## src/rtl/i2s_audio_rx_pkg.sv

```systemverilog
// Shared types for the I2S receive front-end: slot-tracking FSM states and bit-counter width.
package i2s_audio_rx_pkg;

  typedef enum logic [1:0] {
    SYNC  = 2'd0,
    LEFT  = 2'd1,
    RIGHT = 2'd2
  } state_e;

  // Counts up to 32 bit positions per slot, with one spare code for saturation.
  localparam int CNT_W = $clog2(32) + 1;

endpackage

```

## src/rtl/i2s_sync_edge.sv

```systemverilog
// Two-flop synchroniser for one asynchronous I2S line, plus a registered rising-edge strobe.
// q is delayed one extra stage so it lines up with rise; every instance has identical latency.
module i2s_sync_edge (
  input  logic clk_i,
  input  logic reset_ni,
  input  logic d,
  output logic q,
  output logic rise
);

  logic s1_q, s2_q;

  always_ff @(posedge clk_i or negedge reset_ni) begin
    if (!reset_ni) begin
      s1_q <= 1'b0;
      s2_q <= 1'b0;
      q    <= 1'b0;
      rise <= 1'b0;
    end else begin
      s1_q <= d;
      s2_q <= s1_q;
      q    <= s2_q;
      rise <= s2_q & ~q;
    end
  end

endmodule

```

## src/rtl/i2s_audio_rx.sv

```systemverilog
// I2S receiver: deserialises the left channel into signed Q(int_out_p).(frac_out_p) samples.
// Define I2S_STEREO_AVG_EN to emit the (L+R)>>>1 average once per frame instead of the left word.
module i2s_audio_rx
  import i2s_audio_rx_pkg::*;
#(
  parameter int int_out_p      = 1,
  parameter int frac_out_p     = 11,
  parameter int sample_width_p = 24
) (
  input  logic                            clk_i,
  input  logic                            reset_ni,
  input  logic                            i2s_bclk_i,
  input  logic                            i2s_lrclk_i,
  input  logic                            i2s_sdata_i,
  output logic [int_out_p+frac_out_p-1:0] audio_o,
  output logic                            valid_o,
  input  logic                            ready_i,
  output logic                            overrun_o,
  output logic                            frame_err_o,
  output logic [1:0]                      dbg_state_o
);

  localparam int W = int_out_p + frac_out_p;

  logic bclk_rise, bclk_level_unused;
  logic ws, sd_bit, ws_rise_unused, sd_rise_unused;

  i2s_sync_edge u_bclk  (.clk_i(clk_i), .reset_ni(reset_ni), .d(i2s_bclk_i),
                         .q(bclk_level_unused), .rise(bclk_rise));
  i2s_sync_edge u_lrclk (.clk_i(clk_i), .reset_ni(reset_ni), .d(i2s_lrclk_i),
                         .q(ws), .rise(ws_rise_unused));
  i2s_sync_edge u_sdata (.clk_i(clk_i), .reset_ni(reset_ni), .d(i2s_sdata_i),
                         .q(sd_bit), .rise(sd_rise_unused));

  state_e                    state_q, state_d;
  logic                      ws_prev_q;
  logic [CNT_W-1:0]          bit_idx_q;
  logic [sample_width_p-1:0] shreg_q, shift_next;
  logic                      ws_chg, capturing, word_done, short_slot, emit;
  logic [W-1:0]              word_top, emit_data;

  // The bit on the rise that reveals a ws change still belongs to the old slot.
  assign shift_next = {shreg_q[sample_width_p-2:0], sd_bit};
  assign ws_chg     = bclk_rise && (ws != ws_prev_q);
  assign capturing  = (state_q != SYNC) && (bit_idx_q < CNT_W'(sample_width_p));
  assign word_done  = bclk_rise && capturing && (bit_idx_q == CNT_W'(sample_width_p - 1));
  assign short_slot = ws_chg && (state_q != SYNC) && (bit_idx_q < CNT_W'(sample_width_p - 1));
  assign word_top   = shift_next[sample_width_p-1 -: W];
  assign dbg_state_o = state_q;

  always_comb begin
    state_d = state_q;
    if (ws_chg) begin
      case (state_q)
        SYNC:    if (!ws) state_d = LEFT;
        LEFT:    if (ws)  state_d = RIGHT;
        RIGHT:   if (!ws) state_d = LEFT;
        default: state_d = SYNC;
      endcase
    end
  end

  always_ff @(posedge clk_i or negedge reset_ni) begin
    if (!reset_ni) begin
      state_q   <= SYNC;
      ws_prev_q <= 1'b0;
      bit_idx_q <= '0;
      shreg_q   <= '0;
    end else begin
      state_q <= state_d;
      if (bclk_rise) begin
        ws_prev_q <= ws;
        if (ws_chg) begin
          bit_idx_q <= '0;
        end else if (capturing) begin
          bit_idx_q <= bit_idx_q + CNT_W'(1);
          shreg_q   <= shift_next;
        end
      end
    end
  end

`ifdef I2S_STEREO_AVG_EN
  logic [W-1:0] left_q;
  logic         left_ok_q;
  logic [W:0]   pair_sum;

  // Sign-extended W+1 bit sum; dropping the LSB is an arithmetic shift toward -inf.
  assign pair_sum  = {left_q[W-1], left_q} + {word_top[W-1], word_top};
  assign emit      = word_done && (state_q == RIGHT) && left_ok_q;
  assign emit_data = pair_sum[W:1];

  always_ff @(posedge clk_i or negedge reset_ni) begin
    if (!reset_ni) begin
      left_q    <= '0;
      left_ok_q <= 1'b0;
    end else if (ws_chg && (state_d == LEFT)) begin
      left_ok_q <= 1'b0;
    end else if (word_done && (state_q == LEFT)) begin
      left_q    <= word_top;
      left_ok_q <= 1'b1;
    end
  end
`else
  assign emit      = word_done && (state_q == LEFT);
  assign emit_data = word_top;
`endif

  // Valid/ready: audio_o is held stable while valid_o=1; a transfer happens on any posedge
  // with valid_o & ready_i. A new word replaces a word being transferred that same cycle,
  // and is dropped (overrun) only if the held word is not being transferred.
  always_ff @(posedge clk_i or negedge reset_ni) begin
    if (!reset_ni) begin
      audio_o     <= '0;
      valid_o     <= 1'b0;
      overrun_o   <= 1'b0;
      frame_err_o <= 1'b0;
    end else begin
      if (short_slot) frame_err_o <= 1'b1;
      if (emit) begin
        if (valid_o && !ready_i) begin
          overrun_o <= 1'b1;
        end else begin
          audio_o <= emit_data;
          valid_o <= 1'b1;
        end
      end else if (valid_o && ready_i) begin
        valid_o <= 1'b0;
      end
    end
  end

endmodule

```

## config.mk

```make
export PLATFORM = sky130hd
export DESIGN_NAME = i2s_audio_rx
export DESIGN_NICKNAME = d
export VERILOG_FILES = /design/src/rtl/i2s_audio_rx_pkg.sv /design/src/rtl/i2s_sync_edge.sv /design/src/rtl/i2s_audio_rx.sv
export SDC_FILE = /design/constraint.sdc
export NUM_CORES = 1
export LEC_CHECK = 0
export ABC_AREA = 0
export BUFFER_PORTS_ARGS = -buffer_cell sky130_fd_sc_hd__buf_2
export CAP_MARGIN = 5
export CORE_MARGIN = 2
export CORE_UTILIZATION = 40
export CTS_BUF_LIST = sky130_fd_sc_hd__clkbuf_2
export CTS_CLUSTER_SIZE = 30
export DETAILED_ROUTE_END_ITERATION = 10
export HOLD_SLACK_MARGIN = 0.06
export PLACE_DENSITY = 0.68
export REMOVE_ABC_BUFFERS = 1
export SLEW_MARGIN = 25
export SYNTH_ARGS = -nofsm -noshare
export SYNTH_HDL_FRONTEND = slang
export SYNTH_SLANG_ARGS = --single-unit
```

## constraint.sdc

```tcl
create_clock -name clk_i -period 2.05 [get_ports clk_i]
set_input_delay 0.1025 -clock clk_i [delete_from_list [all_inputs] [get_ports clk_i]]
set_output_delay 0.1025 -clock clk_i [all_outputs]
set_load 0.02 [all_outputs]
```

After elaboration in Yosys (flattened, before gate mapping). Index checks and enable logic that the tools add are counted.

Flip-flop bits (word level): 57. Latch bits: 0. Bits in writable memories: 0. Memory bits (read-only): 0. Output and inout port bits: 17. Memories kept: 0.

$add $sub $neg: 1. Multiply operators: 0. Div/mod/pow operators: 0. $lt $le $gt $ge: 2. Equal/unequal tests: 7. Shift-type cells: 0. Multiplexer cells: 8. Bitwise logic cells: 4. Reductions and logical operators: 21.

Operators with widths (number): $lt A6 B5 Y1 const B (2); $mux W6 (2); $logic_and A1 B1 Y1 (9); $reduce_and A2 Y1 (4); $add A6 B1 Y6 const B (1); $eq A6 B5 Y1 const B (1); $reduce_and A3 Y1 (2); $reduce_bool A2 Y1 (3); $mux W2 (2); $ne A2 B2 Y1 const B (2); $pmux W2 S2 (1); $mux W1 (3); $not A1 Y1 (3); $eq A2 B1 Y1 const B (1); $eq A2 B2 Y1 const B (1); $logic_not A2 Y1 (1); $ne A2 B1 Y1 const B (1); $reduce_or A2 Y1 (1); $and A1 B1 Y1 (1); $logic_not A1 Y1 (1); $ne A1 B1 Y1 (1).

Logic depth before layout (Yosys ltp). Gate-level depths: netlist of run 1.

Depth in word-level cells: 7. Gate-level depth with buffers: 5. Gate-level depth less buffers: 4.

Hierarchy. A second synthesis of run 1 with hierarchy kept.

Cells, all modules: 148. Area, all modules: 2294.7 um^2.

Modules (own cells, without submodules): i2s_audio_rx (instances 1, cells each 133, area an instance 1953.1 um^2, sequential area each 1176.1 um^2); i2s_sync_edge (instances 3, cells each 5, area an instance 113.9 um^2, sequential area each 100.1 um^2).

Worst setup path after synthesis of run 1. OpenSTA, ideal clock, no wires.

Path kind: register -> register. From: register bit_idx_q[0]. To: register audio_o[10]. Library setup time: 0.125 ns. Arrival: 1.660 ns. Path slack: 0.265 ns. Cell stages (with the launch flop): 6. Clock period less this slack: 1.785 ns. Path through: dfrtp_1 ha_1 nand4b_1 or4b_4 buf_6 mux2_4.

Word-level cells in the longest chain between the ends: 6. Elaborated cells between the ends (all ways): 7.

RTL lines: start: declaration (RTL line i2s_audio_rx.sv:37) `logic [CNT_W-1:0] bit_idx_q;`; start signal: assignment (RTL line i2s_audio_rx.sv:76) `bit_idx_q <= bit_idx_q + CNT_W'(1);`; $lt A6 B5 Y1 (RTL line i2s_audio_rx.sv:45) `assign capturing = (state_q != SYNC) && (bit_idx_q < CNT_W'(sample_width_p));`; $logic_and A1 B1 Y1 (RTL line i2s_audio_rx.sv:45); $logic_and A1 B1 Y1 (RTL line i2s_audio_rx.sv:46) `assign word_done = bclk_rise && capturing && (bit_idx_q == CNT_W'(sample_width_p - 1));`; $logic_and A1 B1 Y1 (*) (RTL line i2s_audio_rx.sv:46); $logic_and A1 B1 Y1 (*) (RTL line i2s_audio_rx.sv:105) `assign emit = word_done && (state_q == LEFT);`; $reduce_and A2 Y1 (no source line) (*); end signal: assignment (RTL line i2s_audio_rx.sv:124) `audio_o <= emit_data;`; end: declaration (RTL line i2s_audio_rx.sv:15) `output logic [int_out_p+frac_out_p-1:0] audio_o,`.

Mark *: on every way between the ends. The rest lies on a longest branch, timed or not. A chain may end at the register's enable or synchronous reset.

Worst setup path after layout of run 1.
From: register bit_idx_q[0]. To: register audio_o[8].

The elaborated chain is that of the path after synthesis.

==> summary.txt, run 1 <==
Layout
  – N_diodes: 0
  – Area grow syn2layout: 14.9%
  – Fraction of layout cells with a size suffix above 1: 42.9%
  – Final instance area: 2540 um2
  – Final nets: 188
  – Final core occ: 46.8%
  – Final std cells w/o fill: 256

Worst setup path
  – CP Data Arrival Time: 2280 ps
  – Worst setup startpoint: bit_idx_q[0]
  – FF-to-FF Start: bit_idx_q[0]
  – Highest net fanout along the worst path: 12
  – Max incr delay on CP: 690 ps
  – Element type at the critical path start: register
  – Req. time, crit path: 2390 ps
  – CP endpoint kind: register
  – Crit path max-delay cell type: or4b_4
  – WS Path Type: register to register
  – Worst path cell trace: ha_1 > nand4b_1 > or4b_4 > mux2_4

Job
  – Max_cap viols: 0

Synth
  – Top-count cell post-synth: dfrtp_1
  – Top cell type's share of synthesized area: 64.4%
  – Syn. warnings: 0
  – Synth unique cells: 36
  – Avg Inst Size Synth: 15.5 um2
  – Ys flop type: dfrtp_1
  – Post-synth top cells: dfrtp_1 (57), mux2_2 (26), mux2_4 (10)
  – Cell taking the most area after synthesis: dfrtp_1
  – Sequential-to-total area share from yosys stat: 64.4%
  – Synth area leaders: dfrtp_1 (64%), mux2_2 (13%), mux2_4 (6.8%)
  – Post-synth EDFFs: 0
  – Seq cells post-synth: 57
  – Asr flop ratio synth: 100%
  – Cell area after synthesis: 2210 um2
  – Mapped Cells: 143

STA
  – Pins Over Slew Limit: 0
  – Min Tclk post-route: 1940 ps
  – Final setup violation count: 0
  – Worst Tran Pin Value: 691 ps
  – Headroom to the max-slew limit: 53.9%
  – Hold_ws: 282 ps
  – Fin crit share: 94.6%
  – Skew final: 20.5 ps
  – Final hold vios: 0
  – Peak Freq: 0.516 GHz
  – RSZ-0062 raised after global routing: false

CTS
  – CTS buffer count: 9
  – CTS root buf: clkbuf_2
  – # H-tree levels: 3
  – Setup Buffers After CTS: 0
  – CTS Buffer Depth: 2
  – PostCTS Resize Cnt: 0
  – Clk slew on worst S/H paths: 140 ps
  – TritonCTS clock tree: done
  – Clock Latency Late Sink: 460 ps
  – Hold_buf cts: 5
  – Clock sinks: 57

Hold path
  – Hold Path Class: input port to register
  – Hold_sp: i2s_bclk_i

Placed design
  – PortBufs: 22
  – Final GP Congestion: 0.881
  – Placed cell areas: 2430 um2
  – Dpl hpwl: 2.35 mm
  – Cells after DPL: 237

Power
  – P_sw: 628 uW
  – Total power: 2190 uW
  – Internal power: 1560 uW
  – Reg power frac: 61.2%
  – Sw Ratio: 28.7%
  – VDD IR-drop max: 0.000455 V
  – Clock power share: 23.5%
  – Power Density: 860 nW/um2
  – Leakage: 0.00130 uW
  – Combinational share of power: 15.3%

Die
  – Die width: 78.4 um
  – Die Y: 78.4 um
  – Ports: 23
  – FP Rows: 27
  – Core ar.: 5440 um2
  – Die area: 6140 um2
  – Starting Density: 40.7%

GRT
  – First-pass GRT wire length: 6.22 mm
  – Pin count of the biggest net entering global routing: 58
  – Grt total ovfl: 0
  – Number of global-route vias before repair: 1358
  – Initial antenna violation count: 0
  – GRT Total Usage: 13.6%

Detailed routing
  – Post-route ant nets: 0
  – DRC viols: 0
  – Drt pass-1 iters: 4
  – Vias per Instance: 4.97
  – Starting DRT DRC Count: 182
  – Avg WL per Cell: 13.7 um
  – DRT Wirelength: 3.51 mm
  – Vias post-DR: 1273

Status
  – Run status: completed
## flip-flops by register name, summed over array words and instances (netlist names), 2 cells and up
signal       count
audio_o         12
bit_idx_q        6
dbg_state_o      2
shreg_q         23
## layout make-up
class | instances | area (um2)
fillers | 471 | 2900
flip-flops and latches | 57 | 1430
multi-input cells | 79 | 754
repair buffers | 32 | 198
well taps | 72 | 90.1
clock buffers | 12 | 60.1
clock inverters | 2 | 7.51
inverters | 2 | 7.51
## placed cells by master (no fill, tap or decap), types with 2 or more instances in the layout
master         count
o21bai_1           2
buf_4              5
clkinv_1           2
nand2_1            3
o21ai_0            2
or3_1              2
nand2b_1           6
nor2b_1            2
buf_2             22
clkbuf_2          12
dlygate4sd3_1      5
mux2_4            10
inv_1              2
nand4b_1           2
a21oi_1            2
dfrtp_1           57
mux2_2            26
## worst max-delay path, delay by kind of cell (launching register included)
| kind | cells | cell delay [ps] |
|---|---|---|
| and+or+nand+nor | 2 | 840 |
| muxes | 1 | 340 |
| DFF | 1 | 420 |
| adders and majority gates | 1 | 220 |
## metrics by stage
step | worst slack, ps | setup TNS [ps]
3_5_place_dp | 146 | 0
3_3_place_gp | 235 | 0
6_report | 112 | 0
5_1_grt | 34.6 | 0
4_1_cts | 124 | 0
2_1_floorplan | -177 | -4070
## per-layer routing
| metal | global-route usage, % | wire length, um | up-vias |
|---|---|---|---|
| met4 | 9.65 | 128 | 0 |
| met3 | 4.48 | 147 | 11 |
| met2 | 20.8 | 1720 | 25 |
| met5 | 0 | 0 | - |
| met1 | 16.0 | 1520 | 647 |
| li1 | - | - | 590 |
## logic make-up (layout without fill, tap and decap cells)
logic type,Yosys count,count (layout),share of synthesized area [%]
flip-flops,57,57,64.4
multiplexers,36,36,20.0
AND/OR/NAND/NOR,23,23,6.90
AO/OA/AOI/OAI,17,17,5.54
buffers and inverters,7,48,1.75
XOR/XNOR,2,2,0.792
adder cells (fa/ha/maj),1,1,0.565
## path summary, 6_finish.rpt
kind / depth (start not counted) / slack [ps] / endpoint
setup / recovery: 4 / 110 / audio_o[8]
hold / removal: 2 / 280 / u_bclk.s1_q
setup reg to reg: 4 / 110 / audio_o[8]
hold reg to reg: 0 / 350 / u_lrclk.q
max in group asynchronous: 3 / 1290 / shreg_q[11]
min in group asynchronous: 3 / 290 / u_bclk.rise
## power groups by stage
stage | combinational [uW] | clock, uW | sequential, uW
CTS | 342 | 541 | 1340
detailed placement | 334 | 0 | 1360
floorplan | 204 | 0 | 1360
global placement | 315 | 0 | 1340
global route | 371 | 593 | 1360
finish | 335 | 514 | 1340
(Power assumes the default switching activity.)
==> run 2: changes to the inputs <==
Settings changed: CTS_BUF_LIST sky130_fd_sc_hd__clkbuf_2 to not set.
==> summary.txt, run 2 (same netlist as run 1, synthesis figures left out) <==
Power
  – Leakage: 0.00132 uW (was 0.00130 uW)
  – VDD IR-drop max: 0.000433 V (was 0.000455 V)
  – Power Density: 976 nW/um2 (was 860 nW/um2)

Die
  – Die Y: 78.4 um (unchanged)
  – Starting Density: 40.7% (unchanged)
  – Ports: 23 (unchanged)
  – FP Rows: 27 (unchanged)
  – Die area: 6140 um2 (unchanged)
  – Core ar.: 5440 um2 (unchanged)
  – Die width: 78.4 um (unchanged)

Layout
  – Final core occ: 48.3% (was 46.8%)
  – Area grow syn2layout: 18.8% (was 14.9%)
  – Final instance area: 2630 um2 (was 2540 um2)
  – Final nets: 187 (was 188)
  – Sequential cell area: 1430 um2 (unchanged)
  – Fraction of layout cells with a size suffix above 1: 42.6% (was 42.9%)
  – Fillers: 451 (was 471)
  – Most frequent cells in the layout: dfrtp_1 (57), mux2_2 (26), buf_2 (22), clkbuf_8 (11), mux2_4 (10) (was dfrtp_1 (57), mux2_2 (26), buf_2 (22), clkbuf_2 (12), mux2_4 (10))
  – Most common cell after layout, fill and taps aside: dfrtp_1 (unchanged)
  – N_diodes: 0 (unchanged)
  – Multi-input gate area: 754 um2 (unchanged)
  – Max reg flops: 23 (unchanged)
  – Largest reg by FF count: shreg_q (unchanged)
  – Biggest registers after layout: shreg_q x23, audio_o x12, bit_idx_q x6 (unchanged)

Worst setup path
  – FF-to-FF Start: bit_idx_q[0] (unchanged)
  – Cells on worst reg2reg path: 4 (unchanged)
  – CP Data Arrival Time: 2130 ps (was 2280 ps)
  – Worst path cell trace: ha_1 > nand4b_1 > or4b_4 > mux2_4 (unchanged)
  – Buffers & Inverters on Critical Path: 0 (unchanged)
  – Element type at the critical path start: register (unchanged)
  – Req. time, crit path: 2260 ps (was 2390 ps)
  – R2r setup slk: 130 ps (was 110 ps)
  – Highest net fanout along the worst path: 12 (unchanged)
  – Levels on crit path: 4 (unchanged)
  – Crit path max-delay cell type: or4b_4 (unchanged)
  – CP endpoint kind: register (unchanged)
  – WS Path Type: register to register (unchanged)
  – Crit path max-delay family: simple AND/OR/NAND/NOR gates (unchanged)
  – Crit Reg-Reg Endpoint: audio_o[2] (was audio_o[8])
  – Max incr delay on CP: 690 ps (about the same)

GRT
  – GRT Total Usage: 14.0% (was 13.6%)
  – Grt total ovfl: 0 (unchanged)
  – Pin count of the biggest net entering global routing: 58 (unchanged)
  – Initial antenna violation count: 0 (unchanged)
  – Number of global-route vias before repair: 1390 (was 1358)
  – First-pass GRT wire length: 6.49 mm (was 6.22 mm)

Job
  – Max_cap viols: 0 (unchanged)

Placed design
  – Dpl hpwl: 2.35 mm (unchanged)
  – PortBufs: 22 (unchanged)
  – Final GP Congestion: 0.881 (unchanged)
  – Placed cell areas: 2430 um2 (unchanged)

CTS
  – Clock sinks: 57 (unchanged)
  – Setup Buffers After CTS: 0 (unchanged)
  – CTS root buf: clkbuf_8 (was clkbuf_2)
  – Clock Latency Late Sink: 330 ps (was 460 ps)
  – TritonCTS clock tree: done (unchanged)
  – CTS Buffer Depth: 2 (unchanged)
  – CTS buffer count: 9 (unchanged)
  – Clk slew on worst S/H paths: 60 ps (was 140 ps)
  – # H-tree levels: 3 (unchanged)

STA
  – Final setup violation count: 0 (unchanged)
  – Final hold vios: 0 (unchanged)
  – Headroom to the max-slew limit: 54.0% (was 53.9%)
  – RSZ-0062 raised after global routing: false (unchanged)
  – Final TNS setup: 0 ps (unchanged)
  – Min Tclk post-route: 1920 ps (was 1940 ps)
  – Fin crit share: 93.9% (was 94.6%)
  – Worst Tran Pin Value: 690 ps (was 691 ps)
  – Skew final: 6.15 ps (was 20.5 ps)
  – Peak Freq: 0.520 GHz (was 0.516 GHz)
  – Pins Over Slew Limit: 0 (unchanged)

Detailed routing
  – DRC viols: 0 (unchanged)
  – DRT Wirelength: 3.67 mm (was 3.51 mm)
  – Drt pass-1 iters: 4 (unchanged)
  – Vias post-DR: 1256 (was 1273)
  – Post-route ant nets: 0 (unchanged)
  – Starting DRT DRC Count: 179 (was 182)
  – Vias per Instance: 4.93 (was 4.97)
  – Avg WL per Cell: 14.4 um (was 13.7 um)

Hold path
  – Hold Path Class: input port to register (unchanged)
  – Hold Crit Depth: 3 (was 2)
  – Hold Path Sink: valid_o (was u_bclk.s1_q)
  – Hold_sp: ready_i (was i2s_bclk_i)

Status
  – Run status: completed (unchanged)
[run 2: cell types whose count changed in the layout (fill, tap and decap cells not counted)]
cell and delta:
clkbuf_2 -12, clkbuf_1 +3, clkbuf_8 +11, clkinv_1 -2
dlygate4sd3_1 -1
[run 2: layout make-up]
class                   count  area share [%]
flip-flops and latches     57            54.3
repair buffers             31            7.14
well taps                  72            3.43
inverters                   2           0.286
multi-input cells          79            28.7
clock buffers              14            6.19
[run 2: routing by layer]
layer / up-vias / part of all wire (%) / wire length (um) / global-route usage, %
met5: - / 0 / 0 / 0
met4: 0 / 2.0 / 75 / 6.32
met3: 10 / 4.7 / 172 / 6.44
met2: 27 / 51 / 1890 / 22.4
met1: 636 / 42 / 1530 / 16.1
li1: 583 / - / - / -
[run 2: timing repair]
item / in CTS / in global routing
hold buffers: 4 / 0
hold endpoints to repair: 60 / 0
gates resized for setup: 0 / 0
[run 2: how the worst max path moves through the flow]
stage | start | end | slack (ps)
floorplan | dbg_state_o[0] | shreg_q[0] | -180
global placement | bit_idx_q[0] | audio_o[7] | 240
detailed placement | bit_idx_q[0] | audio_o[4] | 150
CTS | bit_idx_q[0] | audio_o[5] | 140
global route | bit_idx_q[0] | audio_o[4] | 70
finish | bit_idx_q[0] | audio_o[2] | 130
[run 2: metrics by stage]
step / std cells / power, uW / hold WS [ps] / worst slack, ps
2_1_floorplan: 138 / 1560 / -193 / -177
3_3_place_gp: 237 / 1660 / 211 / 235
3_5_place_dp: 237 / 1690 / 212 / 146
4_1_cts: 255 / 2590 / 64.6 / 138
5_1_grt: 255 / 2700 / 105 / 65.6
6_report: 255 / 2570 / 75.4 / 126
[run 2: report_power, final]
group	switching [uW]	internal, uW	total, uW
Combinational	180	164	344
Sequential	101	1240	1340
Clock	386	492	878
Total	667	1900	2570
[run 2: worst min-delay path, delay by kind of cell]
family        cells  cell delay, ps
buf+inv           1              70
simple gates      2             190
==> run 3: changes to the inputs <==
Settings changed: RECOVER_POWER set to 25.
==> summary.txt, run 3 (same netlist as run 1, synthesis figures left out) <==
Status
  – Run status: completed (unchanged)

GRT
  – First-pass GRT wire length: 6.49 mm (unchanged)
  – GRT Total Usage: 14.0% (unchanged)
  – Number of global-route vias before repair: 1390 (unchanged)
  – Initial antenna violation count: 0 (unchanged)
  – Grt total ovfl: 0 (unchanged)
  – Pin count of the biggest net entering global routing: 58 (unchanged)

Detailed routing
  – DRT Wirelength: 3.64 mm (was 3.67 mm)
  – Post-route ant nets: 0 (unchanged)
  – Starting DRT DRC Count: 163 (was 179)
  – Drt pass-1 iters: 4 (unchanged)
  – Avg WL per Cell: 14.3 um (was 14.4 um)
  – Vias per Instance: 4.97 (was 4.93)
  – DRC viols: 0 (unchanged)
  – Vias post-DR: 1267 (was 1256)

CTS
  – TritonCTS clock tree: done (unchanged)
  – # H-tree levels: 3 (unchanged)
  – Clk slew on worst S/H paths: 60 ps (about the same)
  – CTS buffer count: 9 (unchanged)
  – Clock Latency Late Sink: 330 ps (about the same)
  – CTS Buffer Depth: 2 (unchanged)
  – Clock sinks: 57 (unchanged)
  – Setup Buffers After CTS: 0 (unchanged)
  – CTS root buf: clkbuf_8 (unchanged)

Die
  – Die area: 6140 um2 (unchanged)
  – Starting Density: 40.7% (unchanged)
  – FP Rows: 27 (unchanged)
  – Die width: 78.4 um (unchanged)
  – Core ar.: 5440 um2 (unchanged)
  – Die Y: 78.4 um (unchanged)
  – Ports: 23 (unchanged)

STA
  – Min Tclk post-route: 1920 ps (about the same)
  – Final hold vios: 0 (unchanged)
  – Headroom to the max-slew limit: 11.1% (was 54.0%)
  – Final TNS setup: 0 ps (unchanged)
  – Final setup margin: 127 ps (was 126 ps)
  – Skew final: 6.74 ps (was 6.15 ps)
  – Peak Freq: 0.520 GHz (about the same)
  – Worst Tran Pin Value: 1330 ps (was 690 ps)
  – RSZ-0062 raised after global routing: false (unchanged)
  – Final setup violation count: 0 (unchanged)
  – Fin crit share: 93.8% (was 93.9%)
  – Pins Over Slew Limit: 0 (unchanged)

Layout
  – Max reg flops: 23 (unchanged)
  – Final nets: 187 (unchanged)
  – Fillers: 461 (was 451)
  – Area grow syn2layout: 17.6% (was 18.8%)
  – Most frequent cells in the layout: dfrtp_1 (57), mux2_2 (26), clkbuf_1 (19), clkbuf_8 (11), mux2_4 (10) (was dfrtp_1 (57), mux2_2 (26), buf_2 (22), clkbuf_8 (11), mux2_4 (10))
  – Fraction of layout cells with a size suffix above 1: 33.9% (was 42.6%)
  – Most common cell after layout, fill and taps aside: dfrtp_1 (unchanged)
  – Final std cells w/o fill: 255 (unchanged)
  – Biggest registers after layout: shreg_q x23, audio_o x12, bit_idx_q x6 (unchanged)
  – Largest reg by FF count: shreg_q (unchanged)
  – N_diodes: 0 (unchanged)

Power
  – Power Density: 984 nW/um2 (was 976 nW/um2)
  – VDD IR-drop max: 0.000431 V (was 0.000433 V)
  – Leakage: 0.00125 uW (was 0.00132 uW)

Worst setup path
  – CP endpoint kind: register (unchanged)
  – Levels on crit path: 4 (unchanged)
  – Element type at the critical path start: register (unchanged)
  – Buffers & Inverters on Critical Path: 0 (unchanged)
  – Max incr delay on CP: 690 ps (about the same)
  – Crit path max-delay family: simple AND/OR/NAND/NOR gates (unchanged)
  – WS Path Type: register to register (unchanged)
  – Crit path max-delay cell type: or4b_4 (unchanged)
  – Highest net fanout along the worst path: 12 (unchanged)
  – Req. time, crit path: 2260 ps (about the same)
  – Cells on worst reg2reg path: 4 (unchanged)
  – CP Data Arrival Time: 2130 ps (about the same)
  – Worst path cell trace: ha_1 > nand4b_1 > or4b_4 > mux2_4 (unchanged)

Placed design
  – Pre-CTS setup slack: 146 ps (unchanged)
  – PortBufs: 22 (unchanged)
  – Cells after DPL: 237 (unchanged)
  – Final GP Congestion: 0.881 (unchanged)
  – Dpl hpwl: 2.35 mm (unchanged)

Hold path
  – Hold Crit Depth: 3 (unchanged)
  – Hold Path Class: input port to register (unchanged)

Job
  – Max_cap viols: 0 (unchanged)
==> run 3: layout make-up <==
class | count | area (um2) | area share, %
clock buffers | 14 | 163 | 6.25
inverters | 2 | 7.51 | 0.288
multi-input cells | 79 | 754 | 29.0
flip-flops and latches | 57 | 1430 | 54.8
well taps | 72 | 90.1 | 3.46
repair buffers | 31 | 163 | 6.25
==> run 3: report_power, final <==
part	total, uW	switching [uW]	internal (uW)
clock network	878	385	492
logic	340	179	161
registers	1340	102	1240
==> run 3: final timing paths <==
check	endpoint	startpoint	slack, ps
setup / recovery	audio_o[5]	bit_idx_q[0]	130
hold / removal	valid_o	ready_i	80
setup reg to reg	audio_o[5]	bit_idx_q[0]	130
hold reg to reg	u_lrclk.q	u_lrclk.s2_q	340
max in group asynchronous	shreg_q[10]	reset_ni	550
min in group asynchronous	u_bclk.s1_q	reset_ni	710
==> run 3: worst register-to-register path, cell delays in order (launching register included) <==
cell and delay (ps):
dfrtp_1 400, ha_1 220, nand4b_1 150, or4b_4 690, mux2_4 340
==> run 3: what timing repair did <==
| item | in CTS | in global routing |
|---|---|---|
| resized for setup | 0 | 0 |
| hold endpoints to repair | 60 | 0 |
| hold buffers | 4 | 0 |
==> run 3: per-layer routing <==
layer	up-vias	track usage (%)	part of all wire, %
li1	584	-	-
met1	644	16.1	42
met2	29	22.4	51
met3	10	6.44	4.7
met4	0	6.32	2.1
met5	-	0	0
==> run 3: metrics by stage <==
step / total power, uW / cell area (um2) / util [%] / hold WS [ps]
finish: 2560 / 2600 / 47.9 / 79.1
global route: 2690 / 2600 / 47.9 / 105
CTS: 2590 / 2630 / 48.3 / 64.6
detailed placement: 1690 / 2430 / 44.6 / 212
global placement: 1660 / 2430 / 44.6 / 211
floorplan: 1560 / 2180 / - / -193
